===== src/rtl/lcd1602_bus_decoder_if.sv =====
// HD44780-style 8-bit LCD1602 bus as seen between a display controller and the mirror.
interface lcd1602_bus_decoder_if;
  logic       lcd_rs;
  logic       lcd_rw;
  logic       lcd_enable;
  logic [7:0] lcd_data;

  modport master (output lcd_rs, lcd_rw, lcd_enable, lcd_data);
  modport slave  (input  lcd_rs, lcd_rw, lcd_enable, lcd_data);
endinterface


===== src/rtl/lcd1602_bus_decoder.sv =====
// LCD1602 bus receiver: latches transfers on enable fall, decodes the instruction set
// and maintains shadow DDRAM/CGRAM, address counter and display mode flags.
//   state   | meaning
//   S_IDLE  | accepting bus transfers
//   S_CLEAR | busy, writing 0x20 to one DDRAM location per cycle
module lcd1602_bus_decoder #(
  parameter int SYNC_STAGES  = 2,
  parameter int CLEAR_CYCLES = 80
) (
  input  logic                  clk,
  input  logic                  reset,
  lcd1602_bus_decoder_if.slave  bus,
  input  logic [6:0]            rd_addr,
  output logic [7:0]            rd_data,
  input  logic [5:0]            cg_rd_addr,
  output logic [4:0]            cg_rd_data,
  output logic [6:0]            ac,
  output logic                  ac_is_cgram,
  output logic                  display_on,
  output logic                  cursor_on,
  output logic                  blink_on,
  output logic                  two_line,
  output logic                  entry_inc,
  output logic                  busy,
  output logic                  cmd_strobe,
  output logic                  char_strobe,
  output logic [7:0]            last_byte,
  output logic                  protocol_err
);
  typedef enum logic {S_IDLE, S_CLEAR} state_t;

  logic [SYNC_STAGES-1:0]      en_sync_q, en_sync_d, rs_sync_q, rs_sync_d, rw_sync_q, rw_sync_d;
  logic [SYNC_STAGES-1:0][7:0] data_sync_q, data_sync_d;
  logic        en_prev_q, en_prev_d;
  logic [9:0]  hold_q, hold_d;
  state_t      state_q, state_d;
  logic [6:0]  clr_ptr_q, clr_ptr_d, ac_q, ac_d;
  logic [5:0]  cg_ac_q, cg_ac_d;
  logic        cgram_q, cgram_d, display_on_q, display_on_d, cursor_on_q, cursor_on_d;
  logic        blink_on_q, blink_on_d, two_line_q, two_line_d, entry_inc_q, entry_inc_d;
  logic        busy_q, busy_d, cmd_strobe_q, cmd_strobe_d, char_strobe_q, char_strobe_d;
  logic        protocol_err_q, protocol_err_d;
  logic [7:0]  last_byte_q, last_byte_d, rd_data_q, rd_data_d;
  logic [4:0]  cg_rd_data_q, cg_rd_data_d;

  logic [7:0]  ddram [80];
  logic [4:0]  cgram [64];
  logic        dd_we, cg_we;
  logic [6:0]  dd_waddr;
  logic [7:0]  dd_wdata;
  logic [5:0]  cg_waddr;
  logic [4:0]  cg_wdata;

  logic        en_s, fall, h_rs, h_rw, rd_valid;
  logic [7:0]  h_data;
  logic [6:0]  set_addr;

  function automatic logic [6:0] lin_idx(input logic [6:0] a);
    return (a < 7'h40) ? a : a - 7'd24;
  endfunction

  function automatic logic [6:0] dd_step(input logic [6:0] a, input logic inc);
    if (inc) return (a == 7'h27) ? 7'h40 : (a == 7'h67) ? 7'h00 : a + 7'd1;
    else     return (a == 7'h00) ? 7'h67 : (a == 7'h40) ? 7'h27 : a - 7'd1;
  endfunction

  assign en_sync_d   = {en_sync_q[SYNC_STAGES-2:0], bus.lcd_enable};
  assign rs_sync_d   = {rs_sync_q[SYNC_STAGES-2:0], bus.lcd_rs};
  assign rw_sync_d   = {rw_sync_q[SYNC_STAGES-2:0], bus.lcd_rw};
  assign data_sync_d = {data_sync_q[SYNC_STAGES-2:0], bus.lcd_data};
  assign en_s        = en_sync_q[SYNC_STAGES-1];
  assign en_prev_d   = en_s;
  assign hold_d      = en_s ? {rs_sync_q[SYNC_STAGES-1], rw_sync_q[SYNC_STAGES-1],
                               data_sync_q[SYNC_STAGES-1]} : hold_q;
  assign fall        = en_prev_q & ~en_s;
  assign h_rs        = hold_q[9];
  assign h_rw        = hold_q[8];
  assign h_data      = hold_q[7:0];
  assign set_addr    = h_data[6:0];
  assign rd_valid    = (rd_addr < 7'h28) || ((rd_addr >= 7'h40) && (rd_addr < 7'h68));

  always_comb begin
    state_d        = state_q;
    clr_ptr_d      = clr_ptr_q;
    ac_d           = ac_q;
    cg_ac_d        = cg_ac_q;
    cgram_d        = cgram_q;
    display_on_d   = display_on_q;
    cursor_on_d    = cursor_on_q;
    blink_on_d     = blink_on_q;
    two_line_d     = two_line_q;
    entry_inc_d    = entry_inc_q;
    busy_d         = busy_q;
    last_byte_d    = last_byte_q;
    cmd_strobe_d   = 1'b0;
    char_strobe_d  = 1'b0;
    protocol_err_d = 1'b0;
    dd_we          = 1'b0;
    dd_waddr       = clr_ptr_q;
    dd_wdata       = 8'h20;
    cg_we          = 1'b0;
    cg_waddr       = cg_ac_q;
    cg_wdata       = h_data[4:0];

    if (state_q == S_CLEAR) begin
      dd_we     = 1'b1;
      clr_ptr_d = clr_ptr_q + 7'd1;
      if (clr_ptr_q == 7'(CLEAR_CYCLES - 1)) begin
        state_d = S_IDLE;
        busy_d  = 1'b0;
      end
    end

    if (fall && !h_rw) begin
      if (state_q != S_IDLE) begin
        protocol_err_d = 1'b1;
      end else if (h_rs) begin
        char_strobe_d = 1'b1;
        last_byte_d   = h_data;
        if (cgram_q) begin
          cg_we   = 1'b1;
          cg_ac_d = entry_inc_q ? cg_ac_q + 6'd1 : cg_ac_q - 6'd1;
        end else begin
          dd_we    = 1'b1;
          dd_waddr = lin_idx(ac_q);
          dd_wdata = h_data;
          ac_d     = dd_step(ac_q, entry_inc_q);
        end
      end else begin
        cmd_strobe_d = 1'b1;
        last_byte_d  = h_data;
        casez (h_data)
          8'b1???????: begin
            cgram_d = 1'b0;
            if (set_addr >= 7'h68) begin
              ac_d           = 7'h00;
              protocol_err_d = 1'b1;
            end else if (set_addr >= 7'h28 && set_addr < 7'h40) begin
              ac_d           = 7'h40;
              protocol_err_d = 1'b1;
            end else begin
              ac_d = set_addr;
            end
          end
          8'b01??????: begin
            cg_ac_d = h_data[5:0];
            cgram_d = 1'b1;
          end
          8'b001?????: two_line_d = h_data[3];
          8'b0001????: begin
            // Cursor move reuses the data-write wrap rules; display shift has no effect.
            if (!h_data[3]) begin
              if (cgram_q) cg_ac_d = h_data[2] ? cg_ac_q + 6'd1 : cg_ac_q - 6'd1;
              else         ac_d    = dd_step(ac_q, h_data[2]);
            end
          end
          8'b00001???: begin
            display_on_d = h_data[2];
            cursor_on_d  = h_data[1];
            blink_on_d   = h_data[0];
          end
          8'b000001??: entry_inc_d = h_data[1];
          8'b0000001?: begin
            ac_d    = 7'h00;
            cgram_d = 1'b0;
          end
          8'b00000001: begin
            state_d     = S_CLEAR;
            busy_d      = 1'b1;
            clr_ptr_d   = 7'd0;
            ac_d        = 7'h00;
            cgram_d     = 1'b0;
            entry_inc_d = 1'b1;
          end
          default: ;
        endcase
      end
    end

    rd_data_d    = rd_valid ? ddram[lin_idx(rd_addr)] : 8'h20;
    cg_rd_data_d = cgram[cg_rd_addr];
  end

  always_ff @(posedge clk or posedge reset) begin
    if (reset) begin
      en_sync_q      <= '0;
      rs_sync_q      <= '0;
      rw_sync_q      <= '0;
      data_sync_q    <= '0;
      en_prev_q      <= 1'b0;
      hold_q         <= '0;
      state_q        <= S_CLEAR;
      clr_ptr_q      <= 7'd0;
      ac_q           <= 7'h00;
      cg_ac_q        <= 6'h00;
      cgram_q        <= 1'b0;
      display_on_q   <= 1'b0;
      cursor_on_q    <= 1'b0;
      blink_on_q     <= 1'b0;
      two_line_q     <= 1'b0;
      entry_inc_q    <= 1'b1;
      busy_q         <= 1'b1;
      cmd_strobe_q   <= 1'b0;
      char_strobe_q  <= 1'b0;
      protocol_err_q <= 1'b0;
      last_byte_q    <= 8'h00;
      rd_data_q      <= 8'h20;
      cg_rd_data_q   <= 5'h00;
    end else begin
      en_sync_q      <= en_sync_d;
      rs_sync_q      <= rs_sync_d;
      rw_sync_q      <= rw_sync_d;
      data_sync_q    <= data_sync_d;
      en_prev_q      <= en_prev_d;
      hold_q         <= hold_d;
      state_q        <= state_d;
      clr_ptr_q      <= clr_ptr_d;
      ac_q           <= ac_d;
      cg_ac_q        <= cg_ac_d;
      cgram_q        <= cgram_d;
      display_on_q   <= display_on_d;
      cursor_on_q    <= cursor_on_d;
      blink_on_q     <= blink_on_d;
      two_line_q     <= two_line_d;
      entry_inc_q    <= entry_inc_d;
      busy_q         <= busy_d;
      cmd_strobe_q   <= cmd_strobe_d;
      char_strobe_q  <= char_strobe_d;
      protocol_err_q <= protocol_err_d;
      last_byte_q    <= last_byte_d;
      rd_data_q      <= rd_data_d;
      cg_rd_data_q   <= cg_rd_data_d;
    end
  end

  // Shadow memories carry no reset; DDRAM is scrubbed by the clear sequence instead.
  always_ff @(posedge clk) begin
    if (dd_we) ddram[dd_waddr] <= dd_wdata;
    if (cg_we) cgram[cg_waddr] <= cg_wdata;
  end

  assign ac           = cgram_q ? {1'b0, cg_ac_q} : ac_q;
  assign ac_is_cgram  = cgram_q;
  assign display_on   = display_on_q;
  assign cursor_on    = cursor_on_q;
  assign blink_on     = blink_on_q;
  assign two_line     = two_line_q;
  assign entry_inc    = entry_inc_q;
  assign busy         = busy_q;
  assign cmd_strobe   = cmd_strobe_q;
  assign char_strobe  = char_strobe_q;
  assign last_byte    = last_byte_q;
  assign protocol_err = protocol_err_q;
  assign rd_data      = rd_data_q;
  assign cg_rd_data   = cg_rd_data_q;
endmodule


===== src/flat_wrapper.sv =====
// flat-port wrapper written by rule: the top's interface ports become plain ports
module lcd1602_bus_decoder_flat 
#(
  parameter int SYNC_STAGES  = 2,
  parameter int CLEAR_CYCLES = 80
)
  (clk, reset, rd_addr, rd_data, cg_rd_addr, cg_rd_data, ac, ac_is_cgram, display_on, cursor_on, blink_on, two_line, entry_inc, busy, cmd_strobe, char_strobe, last_byte, protocol_err, bus_lcd_rs, bus_lcd_rw, bus_lcd_enable, bus_lcd_data);
  lcd1602_bus_decoder_if bus_i ();
  input  logic clk;
  input  logic reset;
  input  logic [6:0] rd_addr;
  output logic [7:0] rd_data;
  input  logic [5:0] cg_rd_addr;
  output logic [4:0] cg_rd_data;
  output logic [6:0] ac;
  output logic ac_is_cgram;
  output logic display_on;
  output logic cursor_on;
  output logic blink_on;
  output logic two_line;
  output logic entry_inc;
  output logic busy;
  output logic cmd_strobe;
  output logic char_strobe;
  output logic [7:0] last_byte;
  output logic protocol_err;
  input wire logic [$bits(bus_i.lcd_rs)-1:0] bus_lcd_rs;
  input wire logic [$bits(bus_i.lcd_rw)-1:0] bus_lcd_rw;
  input wire logic [$bits(bus_i.lcd_enable)-1:0] bus_lcd_enable;
  input wire logic [$bits(bus_i.lcd_data)-1:0] bus_lcd_data;
  assign bus_i.lcd_rs = bus_lcd_rs;
  assign bus_i.lcd_rw = bus_lcd_rw;
  assign bus_i.lcd_enable = bus_lcd_enable;
  assign bus_i.lcd_data = bus_lcd_data;
  lcd1602_bus_decoder #(.SYNC_STAGES(SYNC_STAGES), .CLEAR_CYCLES(CLEAR_CYCLES)) u_core (.clk(clk), .reset(reset), .bus(bus_i), .rd_addr(rd_addr), .rd_data(rd_data), .cg_rd_addr(cg_rd_addr), .cg_rd_data(cg_rd_data), .ac(ac), .ac_is_cgram(ac_is_cgram), .display_on(display_on), .cursor_on(cursor_on), .blink_on(blink_on), .two_line(two_line), .entry_inc(entry_inc), .busy(busy), .cmd_strobe(cmd_strobe), .char_strobe(char_strobe), .last_byte(last_byte), .protocol_err(protocol_err));
endmodule

===== config.mk =====
export PLATFORM = sky130hd
export DESIGN_NAME = lcd1602_bus_decoder_flat
export DESIGN_NICKNAME = d
export VERILOG_FILES = /design/src/rtl/lcd1602_bus_decoder_if.sv /design/src/rtl/lcd1602_bus_decoder.sv /design/src/flat_wrapper.sv
export SDC_FILE = /design/constraint.sdc
export NUM_CORES = 1
export LEC_CHECK = 0
export CORE_ASPECT_RATIO = 0.8
export CORE_MARGIN = 10
export CORE_UTILIZATION = 30
export CTS_CLUSTER_SIZE = 40
export DETAILED_ROUTE_END_ITERATION = 8
export GPL_TIMING_DRIVEN = 0
export PLACE_DENSITY = 0.46
export SLEW_MARGIN = 0
export SYNTH_ARGS = -nofsm -noshare
export SYNTH_HDL_FRONTEND = slang
export SYNTH_SLANG_ARGS = --single-unit

===== constraint.sdc =====
create_clock -name clk -period 9 [get_ports clk]
set_clock_uncertainty 0.2 [all_clocks]
set_input_delay 1.8 -clock clk [delete_from_list [all_inputs] [get_ports clk]]
set_output_delay 1.8 -clock clk [all_outputs]
set_load 0.005 [all_outputs]

==> results of run 1 <==
[flip-flops by register name (all words and copies together), names as in the netlist, 2 cells and up]
name and flops:
u_core.ddram 640, u_core.cgram 320, u_core.hold_q 10, u_core.data_sync_d 8, u_core.data_sync_q 8, u_core.last_byte 8, u_core.rd_data 8, u_core.ac_q 7
u_core.clr_ptr_q 7, u_core.cg_ac_q 6, u_core.cg_rd_data 5, u_core.en_sync_q 2, u_core.rs_sync_q 2, u_core.rw_sync_q 2
[final timing paths]
path	startpoint	to
max	rd_addr[2]	u_core.rd_data[2]$_DFF_PP0_
min	u_core.rw_sync_q[0]$_DFF_PP0_	u_core.rw_sync_q[1]$_DFF_PP0_
max reg2reg	u_core.en_sync_q[1]$_DFF_PP0_	u_core.ddram[20][2]$_DFFE_PP_
min reg2reg	u_core.rw_sync_q[0]$_DFF_PP0_	u_core.rw_sync_q[1]$_DFF_PP0_
max in group asynchronous	reset	u_core.rd_data[5]$_DFF_PP1_
min in group asynchronous	reset	u_core.last_byte[1]$_DFFE_PP0P_
[synth_stat cells, types with 3 or more instances]
library cell,n,area share (%)
mux2_2,17,0.46
dfstp_2,4,0.25
xnor2_1,15,0.31
a211oi_1,22,0.40
buf_1,16,0.14
nor3_1,8,0.096
o31ai_1,3,0.054
inv_1,16,0.14
nand2_2,8,0.12
nor2b_1,26,0.39
buf_6,3,0.081
a32oi_1,8,0.17
a21oi_1,29,0.35
dfrtp_1,81,4.9
or3_1,7,0.10
buf_2,36,0.43
nand2_1,98,0.88
nand3_1,47,0.56
mux4_2,266,14
o2111ai_1,3,0.063
edfxtp_1,960,69
o21ai_1,4,0.048
nor2_1,170,1.5
nand3b_1,9,0.16
o21ai_0,40,0.48
a22oi_1,3,0.054
o21a_1,3,0.054
ha_1,10,0.30
and2_1,11,0.16
nand2b_1,8,0.12
nand2_4,3,0.081
nor3b_1,5,0.090
mux2i_1,64,1.5
o211ai_1,4,0.072
a221oi_1,9,0.19
clkbuf_1,68,0.61
xor2_1,11,0.23
nand4_1,6,0.090
[cell type report]
| type | count | area [µm²] | share of cell area (%) |
|---|---|---|---|
| Timing Repair Buffer | 67 | 821 | 1.69 |
| Inverter | 17 | 66.3 | 0.136 |
| Buffer | 123 | 529 | 1.09 |
| Tap cell | 1860 | 2330 | 4.79 |
| Antenna cell | 3 | 7.51 | 0.0154 |
| Clock buffer | 144 | 3030 | 6.24 |
| Multi-Input combinational cell | 959 | 10200 | 21.0 |
| Sequential cell | 1045 | 31000 | 63.7 |
| Clock inverter | 63 | 656 | 1.35 |
[layer usage]
metal,vias to the layer above,track usage (%),routed length (µm)
met2,579,21.5,50400
met5,-,0,0
li1,9052,-,-
met1,11500,20.6,51800
met3,126,2.39,5710
met4,0,2.69,1930
[logic make-up (layout without fill, tap and decap cells)]
| group | count (synthesis) | count (layout) | share of synthesized area (%) |
|---|---|---|---|
| fa+ha+maj | 10 | 10 | 0.300 |
| buf+inv | 140 | 414 | 1.42 |
| xor+xnor | 26 | 26 | 0.545 |
| simple gates | 425 | 425 | 4.81 |
| other cells | 0 | 3 | 0 |
| flops | 1045 | 1045 | 74.1 |
| mux | 347 | 347 | 16.3 |
| compound gates | 151 | 151 | 2.45 |
[stage by stage]
step / total power [mW] / instances / worst slack [ns] / area [µm²] / hold slack (ns)
global placement: 6.70 / 4059 / 2.58 / 44600 / 0.139
global route: 11.6 / 4278 / 3.66 / 48600 / 0.154
floorplan: 6.21 / 2144 / 4.80 / 41800 / 0.131
detailed placement: 6.72 / 4071 / 3.02 / 44900 / 0.136
finish: 11.2 / 4281 / 3.69 / 48600 / 0.148
CTS: 11.3 / 4278 / 3.79 / 48600 / 0.150
[power groups by stage]
stage / Clock (mW) / Sequential [mW] / Combinational, mW
global route: 4.91 / 5.46 / 1.25
detailed placement: 0 / 5.55 / 1.17
global placement: 0 / 5.58 / 1.12
CTS: 4.71 / 5.45 / 1.17
finish: 4.61 / 5.45 / 1.16
floorplan: 0 / 5.54 / 0.677
==> qor.yml, run 1 <==
cts:
  cts_inserted_buffers: 111
  numClockSinks: 1045
  post_cts_resize_count: 0
  tritoncts: "built"
  cts.path.max_buffers: 3
  htreeDepth: 3
  clk_transition_reported_paths_ns: 0.06
  clock_latency_ns: 0.72
  cts_setup_buffers: 0
  postCtsHoldBufs: 0
  ctsRootBufferMaster: "clkbuf_16"
timing:
  timing.setup.tns_ns: 0
  timing.final.max_slew_violations: 0
  max_clock_freq_ghz: 0.188
  post-route-period-util_pct: 59.0
  worst_slew_margin_rel_pct: 6.84
  final.min_clock_period_ns: 5.31
  worst_slew_pin_slew_ns: 1.39
  hold_violations: 0
  rsz_0062_raised_after_global_routing: "false"
  finalSetupViolCount: 0
flow_run:
  drv.max_cap_violation_count: 0
critical_path:
  startpoint_type: "input pin"
  cp_max_fo: 10
  worst-path-buf-inv: 4
  rr_worst_depth: 8
  critPathRequiredTime_ns: 9.34
  critical_path_depth: 8
  critical-path-top-delay-family: "buffers and inverters"
  arrival_ns: 5.65
  crit_chain: "clkdlybuf4s50_1 > buf_1 > clkbuf_1 > buf_1 > mux2i_1 > a32oi_1 > nand3_1 > nand3_1"
  timing.critical_path.slowest_cell_delay_ns: 0.75
  critical_path_class: "in -> reg"
  critPathSlowestCell: "buf_1"
  critPathCaptureType: "flip-flop"
  r2r_setup_slack_ns: 4.64
die:
  die_height_um: 354
  dieWidth_um: 437
  rows: 122
  num_io_pins: 64
  design.core.area_um2: 138000
  die-area_um2: 155000
  initial_core_utilization_pct: 30.2
pwr:
  p_leak_nw: 15.5
  p_per_area_nw_per_um2: 231
  pwr-share-seq_pct: 48.6
  clkPwrFrac_pct: 41.1
  switching_share_pct: 24.5
  netSwitchingPower_mw: 2.75
  peakVddDrop_v: 0.000145
  p_comb_share_pct: 10.3
  intPower_mw: 8.48
final_layout:
  commonest_cells_after_routing_fill_and_taps_aside: "960 x edfxtp_1, 266 x mux4_2, 170 x nor2_1, 113 x clkbuf_16, 97 x nand2_1"
  design.final.nets: 2360
  final_core_util_pct: 35.2
  drive_gt1_share_pct: 22.7
  mostFrequentLayoutCell: "edfxtp_1"
  fillCellCount: 12900
  area_delta_synth_final_pct: 16.5
global_route:
  grt.total_usage_pct: 13.9
  pin_count_of_the_biggest_net_entering_global_routing: 81
  grt_pass1_wl_um: 159000
  first_global_vias: 22000
  gr-total-overflow: 0
  number_of_antenna_violations_at_the_first_check_in_global_routing: 1
yosys:
  average_cell_area_after_synthesis_um2: 19.5
  synth_enable_flop_cells: 960
  ys_ff_latch: 1045
  synth_cell_type_count: 68
  seq_total_area_yosys_pct: 74.1
  synth-async-reset-ratio_pct: 8.13
  mapped_nets: 2180
  ys.flop_type: "edfxtp_1"
  synth_area_um2: 41800
  ys_warn_count: 0
  syn_inst: 2144
routing:
  drtIter0Drc: 1985
  ant_nets: 0
  route.final.wire_length_um: 110000
  post_drt_via_cell_ratio: 4.96
  post-route-drc-count: 0
  via_count: 21200
  detailedRoute.firstPassIterationCount: 5
  wl_per_cell_um: 25.7
status:
  outcome: "finished, final reports clean"
placement:
  gp_routability_congestion: 0.802
  placement.io_buffers: 55
  hpwlAfterDp_um: 74500
hold_path:
  holdPathStages: 0
  hold_path_class: "reg -> reg"
(Power assumes the default switching activity.)
==> inputs of run 2 (changes only) <==
- PLACE_DENSITY: 0.46 -> 0.48
- clock period: 9 -> 4.5 ns (I/O delays scaled with it)
==> run 2 against run 1 <==
Effect of this change:
- first-iteration DRC count is 0.55% higher
- worst hold slack worse by 0.0024 ns
- die area stayed put
- sequential share of layout area about the same
- register-to-register slack worse by 4.5 ns
- critical endpoint is now u_core.rd_data[4]$_DFF_PP0_
- wire length is 1.7% lower
- via count down 0.48%
- global-route usage is 0.21 points lower
- non-clock buffer count down 5
- clock power up 110%
- sequential power is 100% higher
- critical path type unchanged
- cell area is essentially flat
==> qor.yml, run 2 (synthesized netlist as in run 1, its figures left out) <==
pwr:
  peakVddDrop_v: 0.000286  # was 0.000145 V
  power_mw: 22.7  # was 11.2 mW
  p_per_area_nw_per_um2: 468  # was 231 nW/µm²
  p_comb_share_pct: 10.3  # about the same
  p_leak_nw: 15.6  # was 15.5 nW
  intPower_mw: 17.2  # was 8.48 mW
  pwr-share-seq_pct: 47.9  # was 48.6%
  netSwitchingPower_mw: 5.50  # was 2.75 mW
  switching_share_pct: 24.2  # was 24.5%
  clkPwrFrac_pct: 41.8  # was 41.1%
die:
  die-area_um2: 155000  # unchanged
  rows: 122  # unchanged
  dieWidth_um: 437  # unchanged
  die_height_um: 354  # unchanged
  design.core.area_um2: 138000  # unchanged
  num_io_pins: 64  # unchanged
  initial_core_utilization_pct: 30.2  # unchanged
timing:
  worst_slew_pin_slew_ns: 1.27  # was 1.39 ns
  fin_hold_ws_ns: 0.145  # was 0.148 ns
  timing.setup.tns_ns: 0  # unchanged
  finalSetupViolCount: 0  # unchanged
  post-route-period-util_pct: 96.9
  worst_slew_margin_rel_pct: 14.6  # was 6.84%
  final.min_clock_period_ns: 4.36
  hold_violations: 0  # unchanged
  rsz_0062_raised_after_global_routing: "true"  # was false
  max_clock_freq_ghz: 0.229
  timing.final.max_slew_violations: 0  # unchanged
  postLayoutSetupSlackWorst_ns: 0.140  # was 3.69 ns
cts:
  cts_setup_buffers: 0  # unchanged
  tritoncts: "built"  # unchanged
  htreeDepth: 3  # unchanged
  cts_inserted_buffers: 109  # was 111
  cts.path.max_buffers: 3  # unchanged
  clock_latency_ns: 0.71  # was 0.72 ns
  ctsRootBufferMaster: "clkbuf_16"  # unchanged
  numClockSinks: 1045  # unchanged
  clk_transition_reported_paths_ns: 0.06  # about the same
final_layout:
  largest_register_ff_count: 640  # unchanged
  area_delta_synth_final_pct: 16.5  # about the same
  design.final.nets: 2353  # was 2360
  registers.top_by_ff_count: "u_core.ddram"  # unchanged
  mostFrequentLayoutCell: "edfxtp_1"  # unchanged
  top_regs: "u_core.ddram: 640 flops, u_core.cgram: 320 flops, u_core.hold_q: 10 flops"  # unchanged
  drive_gt1_share_pct: 22.6  # was 22.7%
  commonest_cells_after_routing_fill_and_taps_aside: "960 x edfxtp_1, 266 x mux4_2, 167 x nor2_1, 113 x clkbuf_16, 97 x nand2_1"  # was 960 x edfxtp_1, 266 x mux4_2, 170 x nor2_1, 113 x clkbuf_16, 97 x nand2_1
  final_core_util_pct: 35.2  # about the same
critical_path:
  arrival_ns: 4.66  # was 5.65 ns
  critical_path_class: "in -> reg"  # unchanged
  cp_max_fo: 10  # unchanged
  critical-path-top-delay-family: "buffers and inverters"  # unchanged
  crit_chain: "clkdlybuf4s50_1 > buf_1 > clkbuf_1 > buf_1 > mux2i_1 > a32oi_1 > nand3_1 > nand3_1"  # unchanged
  startpoint_type: "input pin"  # unchanged
  worst-path-buf-inv: 4  # unchanged
  critPathRequiredTime_ns: 4.80  # was 9.34 ns
  critPathCaptureType: "flip-flop"  # unchanged
  timing.critical_path.slowest_cell_delay_ns: 0.79  # was 0.75 ns
  critPathSlowestCell: "buf_1"  # unchanged
global_route:
  met3_usage_pct: 3.51  # was 2.39%
  grt_use_met2_pct: 21.3  # was 21.5%
  number_of_antenna_violations_at_the_first_check_in_global_routing: 5  # was 1
  gr-total-overflow: 0  # unchanged
  first_global_vias: 22100  # was 22000
  grt.met1_usage_pct: 19.0  # was 20.6%
  grt.total_usage_pct: 13.7  # was 13.9%
  busiest_layer: "met2"  # unchanged
  grt_pass1_wl_um: 157000  # was 159000 µm
  pin_count_of_the_biggest_net_entering_global_routing: 81  # unchanged
routing:
  route.final.wire_length_um: 108000  # was 110000 µm
  drtIter0Drc: 1996  # was 1985
  ant_nets: 0  # unchanged
  post-route-drc-count: 0  # unchanged
  post_drt_via_cell_ratio: 4.94  # was 4.96
  detailedRoute.firstPassIterationCount: 5  # unchanged
  wl_per_cell_um: 25.3  # was 25.7 µm
  via_count: 21100  # was 21200
status:
  outcome: "finished, final reports clean"  # unchanged
placement:
  dp_worst_setup_slack_ns: -0.584  # was 3.02 ns
  placement.io_buffers: 55  # unchanged
  gp_routability_congestion: 0.825  # was 0.802
  hpwlAfterDp_um: 72300  # was 74500 µm
hold_path:
  hold_path_class: "reg -> reg"  # unchanged
flow_run:
  drv.max_cap_violation_count: 0  # unchanged
## run 2: cell count changes in the layout (fill, tap and decap cells not counted), sizes merged
| cell | delta |
|---|---|
| clkinv | +8 |
| clkbuf | -12 |
| clkinvlp | -2 |
| diode | -1 |
| bufinv | +7 |
| buf | -5 |
| inv | -1 |
## run 2: stage by stage
step	cells	area, µm²
global placement	4059	44600
floorplan	2144	41800
global route	4273	48600
CTS	4273	48600
detailed placement	4066	44800
finish	4275	48600
## run 2: power by group through the flow
| stage | clock network [mW] | registers (mW) | logic [mW] |
|---|---|---|---|
| 3_5_place_dp | 0 | 11.1 | 2.35 |
| 5_1_grt | 10.1 | 10.9 | 2.53 |
| 3_3_place_gp | 0 | 11.2 | 2.25 |
| 4_1_cts | 9.71 | 10.9 | 2.36 |
| 6_report | 9.51 | 10.9 | 2.35 |
| 2_1_floorplan | 0 | 11.1 | 1.35 |
## run 2: per-layer routing
| layer | vias up | share of wire [%] |
|---|---|---|
| li1 | 9040 | - |
| met1 | 11200 | 44 |
| met2 | 710 | 46 |
| met3 | 157 | 7.4 |
| met4 | 0 | 2.3 |
| met5 | - | 0 |
## run 2: timing repair
action | in CTS | in global routing
hold buffers | 0 | 0
gates resized for setup | 0 | 3
endpoints found under the setup margin | 0 | 34
## run 2: cell type report
cell class / count / area (µm²)
fill: 12900 / 89700
sequential: 1045 / 31000
multi-input combinational: 959 / 10200
clock buffer: 132 / 2940
tap: 1860 / 2330
clock inverter: 75 / 873
timing repair buffer: 62 / 698
buffer: 123 / 529
inverter: 17 / 66.3
antenna: 2 / 5.00
## run 2: worst paths after layout
kind	from	end	slack, ns	cells after the start
max	rd_addr[2]	u_core.rd_data[4]$_DFF_PP0_	0.14	8
min	u_core.data_sync_d[13]$_DFF_PP0_	u_core.data_sync_q[13]$_DFF_PP0_	0.15	0
max reg2reg	u_core.en_sync_q[1]$_DFF_PP0_	u_core.ddram[4][3]$_DFFE_PP_	0.15	8
min reg2reg	u_core.data_sync_d[13]$_DFF_PP0_	u_core.data_sync_q[13]$_DFF_PP0_	0.15	0
max in group asynchronous	reset	u_core.entry_inc$_DFFE_PP1P_	3.01	3
min in group asynchronous	reset	u_core.clr_ptr_q[3]$_DFF_PP0_	0.33	2
==> RTL change 1, RTL diff (config.mk and constraints of run 1) <==
Reset style: synchronous (`reset`), changed in one clocked block.
--- a/src/rtl/lcd1602_bus_decoder.sv
+++ b/src/rtl/lcd1602_bus_decoder.sv
@@ -182,5 +182,5 @@
   end
 
-  always_ff @(posedge clk or posedge reset) begin
+  always_ff @(posedge clk) begin
     if (reset) begin
       en_sync_q      <= '0;
Formal check against the unedited RTL: not equivalent (Yosys sat finds a counterexample within 4 cycles, from zero or initial values and one cycle with reset high).
==> RTL change 1 against run 1 <==
  * Area after synthesis grew 0.80%
  * Worst setup slack gained 0.17 ns
  * Non-clock buffer count increased by 23
  * Maximum frequency up 3.4%
  * Register-to-register slack gained 0.24 ns
  * Core utilization about the same
  * Wire length increased by 4.3%
  * Sequential cell count unchanged
  * First-iteration DRC count is 12% higher
  * Final area is 0.50% higher
Power is not compared: it rests on default switching activity, and its combinational part moved more than twofold at a synthesized area within 25%.
==> RTL change 1: results (changes against run 1) <==
* Placed cell count at 4222 (+3.7%)
* Largest net degree at the start of global routing at 81 (unchanged)
* Area post-placement at 45300 um2 (+0.88%)
* Initial antenna violation count at 2 (+1)
* GR met2 Demand/Resource at 22.3% (+0.81 points)
* FFs w/ async S/R, synth at 0% (-8.1 points)
* GRT Util Overall at 14.5% (+0.61 points)
* Port Buffer Count at 59 (+7.3%)
* WP data arrival at 5.50 ns (-0.15 ns)
* Most common library cells after synthesis: 960 x edfxtp_1, 247 x mux4_2, 202 x nor2_1
* Seq area share at 62.5% (-1.2 points)
* Compound-Gate Fraction of Synth Area at 3.52% (+1.1 points)
* Max layer used: met5
* Met1 Usage GRT at 20.7% (+0.18 points)
* Worst Max-Slew Pin Slew at 1.11 ns (-0.279 ns)
* Antenna cells at 2 (-1)
* Worst skew pair latency at 0.74 ns (+0.02 ns)
* Mux share of post-synthesis cell area at 15.6% (-0.71 points)
* Final clock-cell share at 7.23% (-0.35 points)
* NonClk Buf Share at 3.21% (+0.43 points)
* Vias/cell at 5.02 (+1.2%)
* Clkbuf count at 137 (-4.9%)
* Post-Synth XOR/XNOR Area at 0.395% (-0.15 points)
* Detailed Place HPWL at 78700 um (+5.6%)
* Critical-path top delay cell: clkdlybuf4s50_1
* Synth cell types at 75 (+10%)
* Sequential fraction of the synthesis area at 72.5% (-1.6 points)
* First-pass GRT wire length at 167000 um (+4.9%)
* Met3 Usage GRT at 2.87% (+0.47 points)
* Final #Nets at 2509 (+6.3%)
* Area contributors post-synth: edfxtp_1 68%, mux4_2 13%, dfxtp_1 4.0%
* Net Count, Synth at 2327 (+6.7%)
* Final cell count without fillers at 4427 (+3.4%)
* # fillers at 13067 (+1.1%)
* Initial DRC count at 2217 (+12%)
* Met1 WL at 53000 um (+2.2%)
* Register area at 30500 um2 (-1.4%)
* Multi-input gate area at 10800 um2 (+5.7%)
* Multi-input gates at 1078 (+12%)
* Vias in the first global route at 22956 (+4.6%)
* Non-clock buffers at 213 (+12%)
* Num CTS Buffers at 109 (-1.8%)
* Critical-path maximum fanout at 10 (unchanged)
* Post-detailed-routing wire length at 115000 um (+4.3%)
* Syn_area_per_cell at 18.4 um2 (-5.7%)
* Residual DRC at 0 (unchanged)
* Met2 wire len at 52200 um (+3.7%)
* Die area at 156000 um2 (+0.76%)
* Status: complete, no violations
* Met3 routed WL at 6340 um (+11%)
* Seq_cells at 1045 (unchanged)
* Synth Area in Adders at 0.297% (-0.0024 points)
* Pre-CTS setup slack at 3.14 ns (+0.123 ns)
* Slowest cell delay on critical path at 0.65 ns (-0.10 ns)
* Layout cells sized above 1 at 20.7% (-2.0 points)
* Inverter count at 26 (+9)
* RePlAce Congestion at 0.860 (+7.2%)
* Longest Clk Path Bufs at 3 (unchanged)
==> RTL change 1: changes by cell type after synthesis, sizes merged, moves of 20 or more <==
| cell | delta |
|---|---|
| buf | +33 |
| dfrtp | -81 |
| dfxtp | +85 |
| mux2i | +33 |
| nand2 | -26 |
| nand3 | -20 |
| nor2 | +40 |
==> RTL change 1: final timing paths <==
check / start / end / slack (ns) / cells past startpoint
worst min-delay path: u_core.data_sync_d[12] / u_core.data_sync_q[12] / 0.21 / 1
worst max-delay path: rd_addr[2] / u_core.rd_data[5] / 3.87 / 9
worst min register to register: u_core.data_sync_d[12] / u_core.data_sync_q[12] / 0.21 / 1
worst max register to register: u_core.ac_q[3] / u_core.ddram[8][6] / 4.88 / 8
==> RTL change 1: logic make-up after synthesis <==
family | after synthesis
fa+ha+maj | 10
buf+inv | 168
mux | 348
xor+xnor | 19
flops | 1045
compound gates | 213
simple gates | 488
==> RTL change 2, RTL diff (settings of run 1) <==
Made on the original files. `SYNC_STAGES` is set to 2 in 2 places; all go to 4.
--- a/src/rtl/lcd1602_bus_decoder.sv
+++ b/src/rtl/lcd1602_bus_decoder.sv
@@ -5,5 +5,5 @@
 //   S_CLEAR | busy, writing 0x20 to one DDRAM location per cycle
 module lcd1602_bus_decoder #(
-  parameter int SYNC_STAGES  = 2,
+  parameter int SYNC_STAGES  = 4,
   parameter int CLEAR_CYCLES = 80
 ) (
--- a/src/flat_wrapper.sv
+++ b/src/flat_wrapper.sv
@@ -2,5 +2,5 @@
 module lcd1602_bus_decoder_flat 
 #(
-  parameter int SYNC_STAGES  = 2,
+  parameter int SYNC_STAGES  = 4,
   parameter int CLEAR_CYCLES = 80
 )
Check against the original RTL: same outputs for any inputs over 4 cycles, from zero or initial values and one cycle with reset high; that may be too few to reach the edited logic, so the function may still have changed.
==> RTL change 2 against run 1 <==
  * Wire length is 0.39% lower
  * Worst setup slack worse by 0.11 ns
  * Area after synthesis is 1.2% higher
  * Power is 0.49% higher
  * Via count hardly changed
  * Die area is 1.2% higher
  * Final area is 1.2% higher
  * Maximum frequency is 2.0% lower
  * Sequential cell count is 22 higher
  * Critical endpoint unchanged
==> RTL change 2: results (changes against run 1) <==
* Final #Nets at 2367 (+0.30%)
* Flop pwr share at 49.2% (+0.6 points)
* Clk slew on worst S/H paths at 0.06 ns (about the same)
* Post-cts sizing count at 0 (unchanged)
* Hold Crit Depth at 0 (unchanged)
* Combinational share of power at 9.8% (-0.5 points)
* Reg2Reg Depth at 6 (-2)
* Synth Area in Adders at 0.296% (-0.0036 points)
* Detailed Place HPWL at 73700 um (-1.2%)
* Internal Pwr Total at 8.58 mW (+1.3%)
* Met1 WL at 48900 um (-5.7%)
* GRT Util Overall at 13.8% (-0.076 points)
* Max reg flops at 640 (unchanged)
* Placed cell count at 4092 (+0.52%)
* Pleak at 15.8 nW (+1.7%)
* Initial antenna violation count at 1 (unchanged)
* FFs w/ async S/R, synth at 10.0% (+1.9 points)
* Hold Path Class: flop to flop
* RePlAce Congestion at 0.829 (+3.3%)
* Met3 routed WL at 6690 um (+17%)
* Setup tns final at 0 ns (unchanged)
* Mux share of post-synthesis cell area at 16.3% (-0.077 points)
* Longest Clk Path Bufs at 3 (unchanged)
* Synth cell types at 65 (-4.4%)
* Post-detailed-routing wire length at 109000 um (-0.39%)
* Layout cells sized above 1 at 22.3% (-0.45 points)
* Largest reg by FF count: u_core.ddram
* Via count at 21243 (+0.019%)
* Total chip power at 11.3 mW (+0.49%)
* Area post-placement at 45500 um2 (+1.3%)
* Peak supply drop at 0.154 mV (+6.6%)
* Net Count, Synth at 2184 (+0.18%)
* Max layer used: met4
* CTS root buf: clkbuf_16
* Num CTS Buffers at 112 (+0.90%)
* Status: complete, no violations
* Largest net degree at the start of global routing at 84 (+3.7%)
* Final cell count without fillers at 4301 (+0.47%)
* Cts hold-fix bufs at 0 (unchanged)
* Vias in the first global route at 22156 (+0.91%)
* Worst Max-Slew Pin Slew at 1.39 ns (+0.00272 ns)
* Post-Synth XOR/XNOR Area at 0.373% (-0.17 points)
* Critical-path maximum fanout at 10 (unchanged)
* Initial DRC count at 2122 (+6.9%)
* Area contributors post-synth: edfxtp_1 68%, mux4_2 14%, dfrtp_1 6.1%
* Compound-Gate Fraction of Synth Area at 2.55% (+0.097 points)
* Syn_area_per_cell at 19.7 um2 (+1.0%)
* Met2 wire len at 51500 um (+2.2%)
* # fillers at 13108 (+1.4%)
* WP data arrival at 5.83 ns (+0.18 ns)
* Drt first pass iters at 7 (+2)
* Most common library cells after synthesis: 960 x edfxtp_1, 268 x mux4_2, 181 x nor2_1
* Antenna cells at 0 (-3)
* Synthesis Warnings at 0 (unchanged)
* Sequential fraction of the synthesis area at 74.5% (+0.40 points)
* Worst skew pair latency at 0.71 ns
* First-pass GRT wire length at 159000 um (+0.41%)
* Port Buffer Count at 55 (unchanged)
RTL change 2: changes by cell type after synthesis, moves of 8 or more:
| cell | before | now |
|---|---|---|
| nand2_2 | 8 | 0 |
| dfrtp_1 | 81 | 103 |
| buf_4 | 0 | 11 |
| buf_2 | 36 | 28 |
| nand3_1 | 47 | 39 |
| nor2_1 | 170 | 181 |
RTL change 2: layout make-up:
class	count	area (um2)	share of cell area [%]
Buffer	119	584	1.19
Clock buffer	137	2990	6.07
Clock inverter	72	723	1.47
Inverter	14	57.6	0.117
Multi-Input combinational cell	948	10200	20.6
Sequential cell	1067	31500	64.0
Tap cell	1875	2350	4.77
Timing Repair Buffer	69	853	1.73
RTL change 2: layer usage:
metal  global-route usage [%]  vias up
met5                        0        -
met4                     3.18        0
met3                     2.88      166
met2                     21.9      610
met1                     19.5    11346
li1                         -     9121
RTL change 2: stage by stage:
stage               setup slack (ns)  util (%)  hold slack (ns)
CTS                             3.75      35.1            0.147
global placement               0.812      32.2            0.136
finish                          3.59      35.1            0.144
detailed placement              3.00      32.4            0.135
global route                    3.59      35.1            0.152
floorplan                       4.19         -            0.131
RTL change 2: final timing paths:
path	slack, ns	to	start
max in group asynchronous	6.58	u_core.rd_data[5]	reset
max	3.59	u_core.rd_data[2]	rd_addr[2]
min	0.14	u_core.rs_sync_q[2]	u_core.rs_sync_q[1]
min reg2reg	0.14	u_core.rs_sync_q[2]	u_core.rs_sync_q[1]
max reg2reg	4.74	u_core.ddram[11][2]	u_core.en_sync_q[3]
min in group asynchronous	1.25	u_core.cg_rd_data[2]	reset
RTL change 2: critical path, stage by stage:
cell             delay [ns]
clkdlybuf4s50_1        0.70
buf_2                  0.45
clkbuf_1               0.70
buf_2                  0.59
mux2i_1                0.22
a221oi_1               0.89
nand3_1                0.24
nand3_1                0.20
